### config.mk
export PLATFORM = sky130hd
export DESIGN_NAME = count_down_timer
export DESIGN_NICKNAME = d
export VERILOG_FILES = /design/src/rtl/count_down_timer_pkg.sv /design/src/rtl/count_down_timer_prescale_tick.sv /design/src/rtl/count_down_timer.sv
export SDC_FILE = /design/constraint.sdc
export NUM_CORES = 1
export LEC_CHECK = 0
export CAP_MARGIN = 10
export CORE_UTILIZATION = 50
export CTS_CLUSTER_DIAMETER = 60
export CTS_CLUSTER_SIZE = 12
export DETAILED_ROUTE_END_ITERATION = 10
export PLACE_DENSITY = 0.78
export SYNTH_ARGS = -nofsm -noshare
export SYNTH_HDL_FRONTEND = slang
export SYNTH_SLANG_ARGS = --single-unit
### constraint.sdc
create_clock -name clk_250 -period 2.5 [get_ports clk_250]
set_input_delay 0.5 -clock clk_250 [delete_from_list [all_inputs] [get_ports clk_250]]
set_output_delay 0.5 -clock clk_250 [all_outputs]
set_load 0.005 [all_outputs]
### src/rtl/count_down_timer_pkg.sv
// rtl/count_down_timer_pkg.sv - shared state encoding and mode constants for count_down_timer
package count_down_timer_pkg;

    typedef enum logic [1:0] {
        ST_IDLE = 2'd0,
        ST_RUN  = 2'd1,
        ST_HOLD = 2'd2,
        ST_DONE = 2'd3
    } state_t;

    localparam logic MODE_ONESHOT = 1'b0;
    localparam logic MODE_RELOAD  = 1'b1;

endpackage

### src/rtl/count_down_timer_prescale_tick.sv
// rtl/count_down_timer_prescale_tick.sv - clock prescaler producing one count tick every PRESCALE enabled cycles
module prescale_tick #(
    parameter int PRESCALE = 1
) (
    input  logic clk_250,
    input  logic rst,
    input  logic en,
    input  logic clr,
    output logic tick
);

    localparam int CW = (PRESCALE > 1) ? $clog2(PRESCALE) : 1;

    generate
        if (PRESCALE == 1) begin : g_bypass
            logic unused_ok;
            assign unused_ok = clk_250 ^ rst ^ clr;
            assign tick      = en;
        end else begin : g_count
            localparam logic [CW-1:0] LAST = CW'(PRESCALE - 1);
            logic [CW-1:0] phase;

            assign tick = en && (phase == LAST);

            // phase is kept while disabled so a paused timer resumes mid-period
            always_ff @(posedge clk_250 or negedge rst) begin
                if (!rst) begin
                    phase <= '0;
                end else if (clr) begin
                    phase <= '0;
                end else if (en) begin
                    phase <= tick ? '0 : phase + CW'(1);
                end
            end
        end
    endgenerate

endmodule

### src/rtl/count_down_timer.sv
// rtl/count_down_timer.sv - programmable down-counter timer with prescaler, one-shot and auto-reload
module count_down_timer
    import count_down_timer_pkg::*;
#(
    parameter int WIDTH    = 8,
    parameter int PRESCALE = 1,
    parameter int INIT_VAL = 3
) (
    input  logic             clk_250,
    input  logic             rst,
    input  logic             load,
    input  logic [WIDTH-1:0] load_val,
    input  logic             start,
    input  logic             stop,
    input  logic             mode,
    output logic [WIDTH-1:0] count,
    output logic             busy,
    output logic             timer_flag,
    output logic             tc_pulse
);

    localparam logic [WIDTH-1:0] INIT = WIDTH'(INIT_VAL);
    localparam logic [WIDTH-1:0] ONE  = WIDTH'(1);

    state_t           state, state_n;
    logic [WIDTH-1:0] reload_reg, reload_n, count_n;
    logic             tc_n, clr, tick, go;

    assign go = start & ~stop;

    prescale_tick #(
        .PRESCALE (PRESCALE)
    ) u_prescale (
        .clk_250 (clk_250),
        .rst     (rst),
        .en      (state == ST_RUN),
        .clr     (clr),
        .tick    (tick)
    );

    always_comb begin
        state_n  = state;
        count_n  = count;
        reload_n = reload_reg;
        tc_n     = 1'b0;
        clr      = 1'b0;
        if (load) begin
            count_n  = load_val;
            reload_n = load_val;
            clr      = 1'b1;
            // a zero load can never reach a terminal tick, so it parks in IDLE
            state_n  = ((load_val != '0) && (go || state == ST_RUN)) ? ST_RUN : ST_IDLE;
        end else begin
            case (state)
                ST_IDLE: begin
                    if (go) begin
                        clr = 1'b1;
                        if (count != '0) begin
                            state_n = ST_RUN;
                        end else begin
                            state_n = ST_DONE;
                            tc_n    = 1'b1;
                        end
                    end
                end
                ST_RUN: begin
                    if (stop) begin
                        state_n = ST_HOLD;
                    end else if (tick) begin
                        if (count > ONE) begin
                            count_n = count - ONE;
                        end else if (mode == MODE_RELOAD && reload_reg != '0) begin
                            count_n = reload_reg;
                            tc_n    = 1'b1;
                        end else begin
                            count_n = '0;
                            state_n = ST_DONE;
                            tc_n    = 1'b1;
                        end
                    end
                end
                ST_HOLD: begin
                    if (go) begin
                        state_n = ST_RUN;
                    end
                end
                ST_DONE: begin
                    if (go && reload_reg != '0) begin
                        clr     = 1'b1;
                        count_n = reload_reg;
                        state_n = ST_RUN;
                    end
                end
                default: state_n = ST_IDLE;
            endcase
        end
    end

    always_ff @(posedge clk_250 or negedge rst) begin
        if (!rst) begin
            state      <= ST_IDLE;
            count      <= INIT;
            reload_reg <= INIT;
            busy       <= 1'b0;
            timer_flag <= 1'b0;
            tc_pulse   <= 1'b0;
        end else begin
            state      <= state_n;
            count      <= count_n;
            reload_reg <= reload_n;
            busy       <= (state_n == ST_RUN);
            timer_flag <= (state_n == ST_DONE);
            tc_pulse   <= tc_n;
        end
    end

endmodule

Word-level counts from Yosys, hierarchy flattened
Index checks and enable logic that the tools add are counted.
Widths: inputs -> output; s select.
{ "op_classes": {"order_cmp": 1, "muxes": 22, "n_bitwise": 2, "n_reduce_logical": 10, "add_sub_neg": 1, "eq_ne": 7} }
{ "ops": {"columns": ["op", "count"], "rows": [
  ["$mux 8", 5],
  ["$reduce_bool 8->1", 3],
  ["$mux 2", 8],
  ["$pmux 8 s2", 1],
  ["$gt 8x1->1 const B", 1],
  ["$pmux 2 s4", 1],
  ["$sub 8x1->8 const B", 1],
  ["$eq 2x2->1 const B", 3],
  ["$mux 1", 6],
  ["$ne 3x3->1 const B", 2],
  ["$eq 2x1->1 const B", 2],
  ["$logic_and 1x1->1", 3],
  ["$reduce_and 3->1", 1],
  ["$reduce_bool 3->1", 1],
  ["$logic_not 2->1", 1],
  ["$pmux 1 s2", 1],
  ["$and 1x1->1", 1],
  ["$logic_or 1x1->1", 1],
  ["$not 1->1", 1]
]} }
{ "word_totals": {"inputBits": 14, "elab_cells": 49, "reg_bits": 21} }

Depth between registers and ports, before layout
Gate-level depths: netlist (run 1).
{ "logic_depth": {"depth_word": 8, "mapped_depth": 7, "mapped_depth_nobuf": 7} }

Hierarchy
A second synthesis (run 1) with hierarchy kept.
{ "hier_totals": {"hier_cells": 157, "area_unflattened_um2": 1418.9} }
{ "modules_own_cells": {"columns": ["module", "n_inst", "cells_each", "area_each_um2"], "rows": [
  ["count_down_timer", 1, 156, 1411.4],
  ["prescale_tick", 1, 1, 7.5]
]} }

Least setup slack after synthesis (run 1)
No wires, ideal clock.
{ "synth_path": {"kind": "reg-to-reg", "start": "register count[4]", "end": "register count[5]", "t_arrival_ps": 1878, "synth_period_minus_slack_ps": 2004, "t_required_ps": 2374, "path_stages_with_launch": 6, "path_slack_ps": 496, "cell_sequence": "dfrtp_1 > or3_4 > o31ai_2 > nor2_1 > a32o_1 > a221o_1"} }
{ "synth_via": {"elab_chain_cells": 5} }
{ "synth_rtl": {"columns": ["element", "line_no", "source"], "rows": [
  ["from (decl)", "count_down_timer.sv:16", "output logic [WIDTH-1:0] count,"],
  ["from (signal assigned)", "count_down_timer.sv:109", "count <= count_n;"],
  ["$sub 8x1->8 or $gt 8x1->1 (tied branches)", "count_down_timer.sv:71, count_down_timer.sv:70", null],
  ["$mux 8 *", "count_down_timer.sv:70", "if (count > ONE) begin"],
  ["$mux 8 *", "count_down_timer.sv:67", "if (stop) begin"],
  ["$pmux 8 s2 *", "count_down_timer.sv:54", "case (state)"],
  ["$mux 8 *", "count_down_timer.sv:47", "if (load) begin"]
]} }
Mark *: on every way between the ends. The rest lies on a longest branch, timed or not. The select of a mux whose other input is x is not followed.
A chain may end at the register's enable or synchronous reset.

Final worst setup path (run 1)
{ "layout_path": {"start": "register reload_reg[4]", "end": "register count[5]"} }
{ "layout_via": {"elab_chain_cells": 7} }
{ "layout_rtl": {"columns": ["element", "line_no", "source"], "rows": [
  ["from (decl)", "count_down_timer.sv:26", "logic [WIDTH-1:0] reload_reg, reload_n, count_n;"],
  ["from (signal assigned)", "count_down_timer.sv:110", "reload_reg <= reload_n;"],
  ["$reduce_bool 8->1 *", "count_down_timer.sv:72, count_down_timer.sv:88", null],
  ["$logic_and 1x1->1", "count_down_timer.sv:72", "end else if (mode == MODE_RELOAD && reload_reg != '0) begin"],
  ["$mux 8", "count_down_timer.sv:72", null],
  ["$mux 8", "count_down_timer.sv:70", null],
  ["$mux 8", "count_down_timer.sv:67", null],
  ["$pmux 8 s2", "count_down_timer.sv:54", null],
  ["$mux 8", "count_down_timer.sv:47", null]
]} }
Marked as above.

==> key figures, run 1 <==
Run
  – Max cap viols: 0

Critical path
  – Crit Path Max Fanout: 7
  – CP Cell Sequence: nor4_1 -> nand2_1 -> a311o_1 -> a32o_1 -> a221o_1
  – CP Launch Type: flop
  – R2r setup slk: 210 ps
  – Crit path max-delay family: compound AO/OA/AOI/OAI gates
  – Slowest stage delay, CP: 500 ps
  – Crit path max-delay cell type: a311o_1
  – Worst EP arrival: 2490 ps
  – Crit Path Class: flop to flop
  – Critical path capture point type: flop
  – CP bufs+invs: 0
  – Critical Path RT: 2700 ps

Route
  – DRT iter0 DRCs: 55
  – Pre-antenna DRT Iters: 4
  – Residual DRC: 0
  – Via count: 1207
  – Number of vias per cell: 6.29
  – Routed WL: 3150 um
  – Antenna Violating Nets Remaining: 0
  – WL per Instance: 16.4 um

STA
  – Period utilization: 91.5%
  – RSZ-0062 raised after global routing: no
  – Setup WS post-layout: 212 ps
  – Crit path time final: 2290 ps
  – Fmax: 0.437 GHz
  – Slew Limit Fails: 0
  – Total negative slack: 0 ps
  – Final hold vios: 0
  – Slew HR: 56.8%
  – Fin Clk Skew: 0.880 ps
  – Least-Margin Pin Slew: 645 ps
  – Final setup vio count: 0

Synthesis
  – Top cell type's share of synthesized area: 33.7%
  – Syn Area/Cell: 9.28 um^2
  – Compound-gate portion of the synthesized area: 26.6%
  – Cell taking the most area after synthesis: dfrtp_1
  – Synth Instances: 136
  – Syn nets: 153
  – FF+latch count, synth: 21
  – Area share of fa/ha/maj cells after synthesis: 2.97%
  – Yosys cell types: 41
  – Largest family of logic cells by synthesized area: compound AO/OA/AOI/OAI gates
  – Synth Area in XOR/XNOR: 0.694%
  – Syn Std Cell Area: 1260 um^2
  – Ys async rst share: 100%
  – Cell with the most instances after synthesis: dfrtp_1
  – Most used DFF post-synth: dfrtp_1
  – Post-synth EDFFs: 0
  – Simple-Gate Fraction of Synth Area: 19.1%
  – Mux contribution to synthesized area: 3.47%
  – Top cells by count, synth: dfrtp_1 (17), o21ai_0 (16), nor2_1 (11)
  – Post-synthesis sequential area ratio: 42.0%
  – Synth top area cells: dfrtp_1 (34%), dfstp_2 (8.3%), o21ai_0 (6.3%), a221o_1 (4.0%), nor2_1 (3.3%)
  – Synth warnings: 0

Floorplan
  – Cell Rows: 17
  – CORE AREA: 2300 um^2
  – Die Y: 52.3 um
  – Starting density of the core: 55.0%
  – I/O Pins: 25
  – Overall die area: 2730 um^2
  – Die width: 52.3 um

Placement
  – Pre-CTS WS: 162 ps
  – Dpl hpwl: 2400 um
  – Global placer's final weighted congestion: 0.910
  – DP Area: 1550 um^2
  – Number of buffers inserted by port buffering: 24
  – Placed cell count: 188

Cells and area
  – Layout cells sized above 1: 12.8%
  – Layout fillers: 190
  – Final net count: 182
  – Antenna fix cells: 0
  – P&R area growth vs syn: 25.0%
  – Sequential Area: 531 um^2
  – Finished Cell Area: 1580 um^2
  – Final non-filler cell total: 192
  – Multi-input gate area: 667 um^2

Clocking
  – Root cell of the clock tree: clkbuf_4
  – Cts hold-fix bufs: 0
  – # resized after CTS: 0
  – Worst skew pair latency: 300 ps
  – Clk slew on worst S/H paths: 120 ps
  – Setup Buffers After CTS: 0
  – Clock Sinks: 21
  – Clock Path Buffers: 2
  – H-tree level count: 1
  – Num CTS Buffers: 3
  – CTS tree: yes

Status
  – Status: finished, final reports clean

Global routing
  – Total track usage: 26.6%
  – Initial antenna violation count: 0
  – Met3 usage: 4.06%
  – Met2 Track Usage GR: 43.8%
  – First-pass GRT wire length: 5240 um
  – GRT overflow: 0
  – Met1 Track Usage GR: 36.3%
  – Vias in the first global route: 1111
  – Top Usage Layer GRT: met2
  – Largest net degree at the start of global routing: 26

Power
  – Leakage power: 0.643 nW
  – Power share of the clock group: 16.9%
  – Switch share: 34.3%
  – Pint: 0.000640 W
  – VDD IR max: 0.000433 V
  – Psw: 0.000335 W
  – Power share of the combinational group: 35.1%
  – Power per cell area: 618 nW/um^2
  – Seq pwr share: 48.0%

Min path
  – Hold Path Class: flop to flop
[layout make-up]
cell class | instances | area share [%]
clock buffer | 4 | 1.67
sequential | 21 | 33.6
inverter | 9 | 2.14
timing repair buffer | 30 | 18.1
multi-input combinational | 100 | 42.3
tap | 28 | 2.22
[final timing paths]
check,startpoint,to,cells past startpoint
min reg2reg,reload_reg[0],reload_reg[0],2
max in group asynchronous,rst,count[4],2
min,reload_reg[0],reload_reg[0],2
min in group asynchronous,rst,timer_flag,1
max reg2reg,reload_reg[4],count[5],5
max,reload_reg[4],count[5],5
[metrics by stage]
| stage | utilization (%) | hold WS (ps) | power, W |
|---|---|---|---|
| floorplan | - | 204 | 0.000648 |
| global placement | 67.5 | 509 | 0.000799 |
| detailed placement | 67.5 | 514 | 0.000810 |
| CTS | 68.7 | 539 | 0.000975 |
| global route | 68.7 | 582 | 0.00104 |
| finish | 68.7 | 534 | 0.000975 |
[metal layers]
layer  vias up  wire length, um
met5         -                0
met4         0               27
met3         4              256
met2        64             1510
met1       571             1360
li1        568                -
[tightest hold or removal path, cell delays in order (launching register included)]
cell and delay, ps:
dfstp_2 390, inv_1 60, o21ai_0 90
[placed cells by master, fill, tap and decap left out, drive strengths merged, types with 2 or more instances in the layout]
master,instances
or4,3
buf,6
dfrtp,17
nor2b,3
and3,2
clkbuf,4
a32oi,3
nor2,11
or3,2
nand2,9
dfstp,4
nor3,7
nor4,3
inv,9
o21a,2
ha,3
mux2,3
a221o,5
nand3,3
o21ai,16
a21oi,6
o211ai,2
a2bb2oi,2
clkdlybuf4s50,24
[power by group through the flow]
stage	clock, W	combinational [W]	sequential (W)
after floorplan	0	0.000197	0.000451
after global placement	0	0.000331	0.000468
after detailed placement	0	0.000337	0.000473
after CTS	0.000169	0.000340	0.000466
after global routing	0.000186	0.000376	0.000479
final	0.000165	0.000342	0.000468
[kinds of logic after synthesis]
kind of cell	after synthesis
xor gates and xnor gates	1
and+or+nand+nor	47
buffers and inverters	15
muxes	4
DFF	21
AOI/OAI and AO/OA	45
adders and majority gates	3
Power figures use the tool's default switching activity.
==> inputs of run 2 (changes only) <==
- CTS_CLUSTER_DIAMETER: 60 -> 200
==> results of run 2 <==
No change in the layout: final DEF, timing and power equal those of run 1.
